`config.mk`:
```
export PLATFORM = sky130hd
export DESIGN_NAME = key_conditioner
export DESIGN_NICKNAME = d
export VERILOG_FILES = /design/src/rtl/key_conditioner.sv
export SDC_FILE = /design/constraint.sdc
export NUM_CORES = 1
export LEC_CHECK = 0
export BUFFER_PORTS_ARGS = -buffer_cell sky130_fd_sc_hd__buf_2
export CAP_MARGIN = 10
export CORE_MARGIN = 8
export CORE_UTILIZATION = 55
export DETAILED_ROUTE_END_ITERATION = 7
export HOLD_SLACK_MARGIN = 0.02
export PLACE_DENSITY = 0.74
export SLEW_MARGIN = 20
export SYNTH_ARGS = -nofsm -noshare
export SYNTH_HDL_FRONTEND = slang
export SYNTH_SLANG_ARGS = --single-unit
```
`constraint.sdc`:
```
create_clock -name clk -period 4.8 [get_ports clk]
set_clock_uncertainty 0.1 [all_clocks]
set_input_delay 0.24 -clock clk [delete_from_list [all_inputs] [get_ports clk]]
set_output_delay 0.24 -clock clk [all_outputs]
set_load 0.005 [all_outputs]
```
`src/rtl/key_conditioner.sv`:
```
// key_conditioner: per-channel synchroniser and debouncer for mechanical keys, with
// one-cycle press/release pulses and optional auto-repeat on held keys.
module key_conditioner #(
    parameter int N_KEYS          = 4,
    parameter int SYNC_STAGES     = 2,
    parameter int DEBOUNCE_CYCLES = 1000000,
    parameter int REPEAT_CYCLES   = 0,
    parameter int ACTIVE_LOW      = 1
) (
    input  logic              clk,
    input  logic              rst,
    input  logic [N_KEYS-1:0] key_raw,
    output logic [N_KEYS-1:0] key_level,
    output logic [N_KEYS-1:0] key_press,
    output logic [N_KEYS-1:0] key_release,
    output logic              key_any
);

    localparam int            CW           = $clog2(DEBOUNCE_CYCLES + 1);
    localparam logic [CW-1:0] CNT_LAST     = CW'(DEBOUNCE_CYCLES - 1);
    localparam logic          RAW_RELEASED = (ACTIVE_LOW != 0);

    genvar g;
    generate
        for (g = 0; g < N_KEYS; g++) begin : g_key
            logic [SYNC_STAGES-1:0] r_sync;
            logic [CW-1:0]          r_cnt;
            logic                   r_level;
            logic                   r_press;
            logic                   r_release;
            logic                   w_pressed;
            logic                   w_differs;
            logic                   w_toggle;
            logic                   w_repeat;

            // XOR with the released level turns the raw pin into 1 = pressed.
            assign w_pressed = r_sync[SYNC_STAGES-1] ^ RAW_RELEASED;
            assign w_differs = w_pressed ^ r_level;
            assign w_toggle  = w_differs && (r_cnt == CNT_LAST);

            always_ff @(posedge clk or posedge rst) begin
                if (rst) begin
                    r_sync    <= {SYNC_STAGES{RAW_RELEASED}};
                    r_cnt     <= '0;
                    r_level   <= 1'b0;
                    r_press   <= 1'b0;
                    r_release <= 1'b0;
                end else begin
                    r_sync <= {r_sync[SYNC_STAGES-2:0], key_raw[g]};
                    if (w_differs && !w_toggle) begin
                        r_cnt <= r_cnt + 1'b1;
                    end else begin
                        r_cnt <= '0;
                    end
                    if (w_toggle) begin
                        r_level <= ~r_level;
                    end
                    r_press   <= (w_toggle && !r_level) || w_repeat;
                    r_release <= w_toggle && r_level;
                end
            end

            if (REPEAT_CYCLES > 0) begin : g_rep
                localparam int            RW       = $clog2(REPEAT_CYCLES + 1);
                localparam logic [RW-1:0] REP_LAST = RW'(REPEAT_CYCLES - 1);
                logic [RW-1:0] r_rep;

                // A release edge wins over a repeat that would land in the same cycle.
                assign w_repeat = r_level && !w_toggle && (r_rep == REP_LAST);

                always_ff @(posedge clk or posedge rst) begin
                    if (rst) begin
                        r_rep <= '0;
                    end else if (!r_level || w_toggle || (r_rep == REP_LAST)) begin
                        r_rep <= '0;
                    end else begin
                        r_rep <= r_rep + 1'b1;
                    end
                end
            end else begin : g_norep
                assign w_repeat = 1'b0;
            end

            assign key_level[g]   = r_level;
            assign key_press[g]   = r_press;
            assign key_release[g] = r_release;
        end
    endgenerate

    assign key_any = |key_press;

endmodule

```
After elaboration in Yosys (flattened, before gate mapping)
Cells that the tools add are included.

Register bits: 100. Bits of input ports: 6. Output and inout port bits: 13. Logic and storage cells: 69.

$add $sub $neg: 4. Eq/ne operators: 4. Mux-type cells: 4. Bitwise gates (word level): 12. Reductions and logical operators: 25.

Operators with widths (count): 20-bit by 1-bit adder with 20-bit output, second input constant (4); 20-bit equality test, second input constant (4); 20-bit two-way mux (4); 1-bit logical AND (16); 1-bit logical NOT (8); 1-bit inverter (8); 4-bit OR reduction (1); 1-bit bitwise XOR (4).

Longest topological paths before layout
Word-level depth: 6. Mapped depth: 6. Depth with buffers taken out: 5.

Least setup slack after synthesis
OpenSTA, ideal clock, no wires.

Path kind: register to register. Start: register g_key[2].r_cnt[0]. End: register g_key[2].r_cnt[18]. Library setup time: 0.080 ns. Arrival time: 1.900 ns. Data required time: 4.620 ns. Path slack: 2.720 ns. Stages on the path, launching flop included: 7. Buffers on the path: 1. Period minus slack after synthesis: 2.080 ns. Cell sequence: dfrtp_1 ha_1 nand2_1 or4_1 clkbuf_1 or4_1 a21oi_1.

Word-level cells in the longest chain between the ends: 5. Elaborated cells on any way between the ends: 6. Those cells by class: add/sub (1); eq/ne (1); mux (1); reduce/logical (3).

RTL lines: start: declaration (RTL line 27) `logic [CW-1:0] r_cnt;`; start signal: assignment (RTL line 51) `r_cnt <= r_cnt + 1'b1;`; parallel branches: the longest is 4 deep, another holds 20-bit by 1-bit adder with 20-bit output; 20-bit two-way mux (*) (RTL line 50) `if (w_differs && !w_toggle) begin`.

Mark *: on every way between the ends. A chain may end at the register's enable or synchronous reset.

Final worst setup path
Start: register g_key[1].r_cnt[0]. End: register g_key[1].r_cnt[10].

Word-level cells in the longest chain between the ends: 5. Elaborated cells on any way between the ends: 6. Those cells by class: add/sub (1); eq/ne (1); mux (1); reduce/logical (3).

RTL lines (RTL line): start: declaration (27); start signal: assignment (51); parallel branches: the longest is 4 deep, another holds 20-bit by 1-bit adder with 20-bit output; 20-bit two-way mux (*) (50).

Marks and branches as above.

==> results.env <==
CTS.ROOT.BUFFER_CELL='sky130_fd_sc_hd__clkbuf_8'
SYNTHESIS.AREA_MM2=0.00477
CP.REQUIRED_PS=4920
FILLERINSTANCES=750
DRTANTENNAVIOLNETS=0
SLOWEST_STAGE_CELL_ON_THE_CRITICAL_PATH='sky130_fd_sc_hd__o21ai_2'
PATH_BUF_INV=0
P_PER_AREA_mW_PER_MM2=286
WORSTSKEWPAIRLATENCY_PS=370
SYNTH-SEQ-CELLS=100
N_ANTENNA_CELL=0
CTS_BUFFERS=9
POST_DRT_WL_PER_CELL_UM=14.6
SHARE_COMB_OF_TOTAL_POWER_PCT=3.5
INITIAL_CORE_UTILIZATION_PCT=55.8
CLOCK_SINK_COUNT=100
ASYNC_RESET_FF_SHARE_PCT=100
GPL.FINAL_WEIGHTED_CONGESTION=0.833
MAX_SLEW.WORST_PIN.SLEW_PS=749
DRT_ITER0_DRC=171
TIMING.CRITICAL_PATH.TO_TYPE='flop'
PIN_COUNT=19
TIMING.SETUP.CRITICAL_PATH_CLASS='flop to flop'
PATH_CELLS='ha_1 > nand3_1 > or2_0 > o21ai_2 > nor2_1'
REMAINING_DRC_ERRORS=0
SYNTH-MAIN-FF-CELL='sky130_fd_sc_hd__dfrtp_1'
WORST_PATH_DOMINANT_CELL_FAMILY='simple AND/OR/NAND/NOR gates'
CTS_TREE='done'
H-TREE-DEPTH=3
MOST-COMMON-LAYOUT-CELLS='sky130_fd_sc_hd__dfrtp_1, sky130_fd_sc_hd__nor2_1, sky130_fd_sc_hd__xnor2_1'
CRIT_PATH_MAX_FANOUT=19
PERIOD_SHARE_PCT=46.9
LEAKAGE_POWER_nW=2.06
SETUP-VIOLATIONS-FINAL=0
GLOBALROUTEOVERFLOWTOTAL=0
DIE_X_UM=109
POWER.CLOCK.FRACTION_PCT=37.7
UTILIZATION_PCT=60.3
GRT_PASS1_WL_MM=15.4
INTPOWER_mW=1.14
MIN_PERIOD_PS=2250
HPWL_AFTER_DETAILED_PLACEMENT_MM=6.15
WIRELENGTH_MM=8.92
MAX_FREQ_MHz=445
IO_BUFFER_COUNT=18
POST_DRT_VIA_CELL_RATIO=5.79
MAXIMUM_NUMBER_OF_PINS_ON_ONE_NET_BEFORE_GLOBAL_ROUTE_REPAIR=52
SYNTH_EDF_COUNT=0
CPPEAKSTAGEDELAY_PS=640
OUTCOME='complete, no violations'
FINAL_HOLD_VIOL_COUNT=0
SWITCHING_POWER_mW=0.333
MAXCAPVIOLCOUNT=0
GROUTE.USAGE.OVERALL_PCT=16.1
YOSYS.CELL_TYPES.COUNT=38
FIN_NETS=509
GRT_ANTENNA_BEFORE_REPAIR=0
FP.DIEH_UM=109
DRTPASS1ITERATIONS=4
CP_DATA_ARRIVAL_TIME_PS=2370
POWER_SWITCHING_SHARE_PCT=22.5
CORE-AREA_MM2=0.00855
POWER.SEQUENTIAL.FRACTION_PCT=58.9
TIMING.SETUP.TNS_PS=0
MIN-DELAY-PATH-CLASS='flop to flop'
WORST_SETUP_HOLD_PATH_CLK_SLEW_PS=90
DIE_OUTLINE_AREA_MM2=0.0119
FINALMAXSLEWVIOLATIONS=0
PEAKVDDDROP_V=0.000129
STARTPOINT_TYPE='flop'
SYN-NUM-NETS=491
AREAGROWTHSYNTHTOFINISH_PCT=8.24
LAYOUT-DRIVE-GT1-SHARE_PCT=10.3
YOSYSSEQAREASHARE_PCT=52.7
SYN_INST=481
CTS_BUFFER_DEPTH=2
SYNTHESIS.YOSYS.WARNINGS=0
VIAS=3544
MAX_SLEW_MARGIN_PCT=49.7
MOSTFREQUENTLAYOUTCELL='sky130_fd_sc_hd__dfrtp_1'
SETUP_REPAIR_AFTER_GLOBAL_ROUTING_MISSED_ITS_MARGIN='no'
NUMBER_OF_GLOBAL_ROUTE_VIAS_BEFORE_REPAIR=3379
CORE.ROWCOUNT=34
POSTSYNTHAREAPERCELL_UM2=9.91
[stage by stage]
step	total power, mW	std cells	setup WS [ps]	hold slack (ps)	instance area [um2]
after floorplan	0.915	481	1850	144	4770
after global placement	0.932	591	2340	245	4900
after detailed placement	0.934	591	2560	247	4900
after CTS	1.49	612	2550	260	5160
after global routing	1.54	612	2320	262	5160
final	1.48	612	2550	259	5160
[sequential cells by signal, indices dropped and copies added (netlist names)]
| signal | count |
|---|---|
| g_key.r_cnt | 80 |
| g_key.r_release | 4 |
| g_key.r_level | 4 |
| g_key.r_sync | 8 |
| g_key.r_press | 4 |
[path summary, 6_finish.rpt]
kind                                               from                            to  slack, ps  cells past startpoint
max                         g_key[1].r_cnt[0]$_DFF_PP0_  g_key[1].r_cnt[10]$_DFF_PP0_       2550                      5
min                        g_key[2].r_sync[0]$_DFF_PP1_  g_key[2].r_sync[1]$_DFF_PP1_        260                      0
max reg2reg                 g_key[1].r_cnt[0]$_DFF_PP0_  g_key[1].r_cnt[10]$_DFF_PP0_       2550                      5
min reg2reg                g_key[2].r_sync[0]$_DFF_PP1_  g_key[2].r_sync[1]$_DFF_PP1_        260                      0
max in group asynchronous                           rst  g_key[3].r_cnt[12]$_DFF_PP0_       3130                      4
min in group asynchronous                           rst  g_key[2].r_cnt[10]$_DFF_PP0_        410                      3
[power groups by stage]
stage | sequential (mW) | clock, mW | combinational, mW
after floorplan | 0.882 | 0 | 0.0334
after global placement | 0.884 | 0 | 0.0477
after detailed placement | 0.885 | 0 | 0.0493
after CTS | 0.869 | 0.572 | 0.0529
after global routing | 0.871 | 0.605 | 0.0592
final | 0.869 | 0.556 | 0.0511
[kinds of logic (layout without fill, tap and decap cells)]
logic type / count (synthesis) / count (layout) / share of synthesized area (%)
AOI/OAI and AO/OA: 56 / 56 / 6.46
adders and majority gates: 4 / 4 / 1.05
and+or+nand+nor: 233 / 233 / 26.2
xor gates and xnor gates: 54 / 54 / 9.92
DFF: 100 / 100 / 52.7
buffers and inverters: 34 / 57 / 3.70
[synth_stat cells (2+ instances only)]
cell	count	area, um2
sky130_fd_sc_hd__dfrtp_1	92	2300
sky130_fd_sc_hd__nor2_1	59	221
sky130_fd_sc_hd__xnor2_1	34	298
sky130_fd_sc_hd__nand2_1	32	120
sky130_fd_sc_hd__nand3_1	31	155
sky130_fd_sc_hd__a21oi_1	22	110
sky130_fd_sc_hd__o21ai_0	20	100
sky130_fd_sc_hd__xor2_1	20	175
sky130_fd_sc_hd__nand4_1	17	106
sky130_fd_sc_hd__nor4_1	16	100
sky130_fd_sc_hd__and3_1	14	87.6
sky130_fd_sc_hd__inv_1	14	52.6
sky130_fd_sc_hd__or3_1	14	87.6
sky130_fd_sc_hd__or4_1	14	105
sky130_fd_sc_hd__nor3_1	13	65.1
sky130_fd_sc_hd__buf_4	12	90.1
sky130_fd_sc_hd__dfstp_2	8	210
sky130_fd_sc_hd__o31ai_1	8	60.1
sky130_fd_sc_hd__clkbuf_1	5	18.8
sky130_fd_sc_hd__ha_1	4	50.1
sky130_fd_sc_hd__nor4b_1	4	35.0
sky130_fd_sc_hd__o21ai_1	4	20.0
sky130_fd_sc_hd__buf_2	3	15.0
sky130_fd_sc_hd__and2_1	2	12.5
sky130_fd_sc_hd__and3b_1	2	17.5
sky130_fd_sc_hd__and4_1	2	17.5
sky130_fd_sc_hd__nand4b_1	2	17.5
sky130_fd_sc_hd__nor3b_1	2	15.0
sky130_fd_sc_hd__or2_0	2	12.5
[timing repair]
item                                    4_1_cts  5_1_grt
hold buffers                                  5        0
endpoints found under the setup margin        0        0
hold endpoints to repair                     47        0
setup buffers                                 0        0
gates resized for setup                       0        0
[per-layer routing]
metal	global-route usage, %	routed length (um)
met1	20.9	4230
met2	25.8	4280
met3	4.20	342
met4	4.69	75
met5	0	0
[cell type report]
class / count / area, um2 / share of cell area [%]
Sequential cell: 100 / 2510 / 48.7
Multi-Input combinational cell: 347 / 2080 / 40.3
Timing Repair Buffer: 27 / 170 / 3.30
Clock buffer: 13 / 159 / 3.08
Tap cell: 108 / 135 / 2.62
Inverter: 14 / 55.1 / 1.07
Clock inverter: 3 / 46.3 / 0.897
No activity file was read; power rests on OpenSTA's default activity.
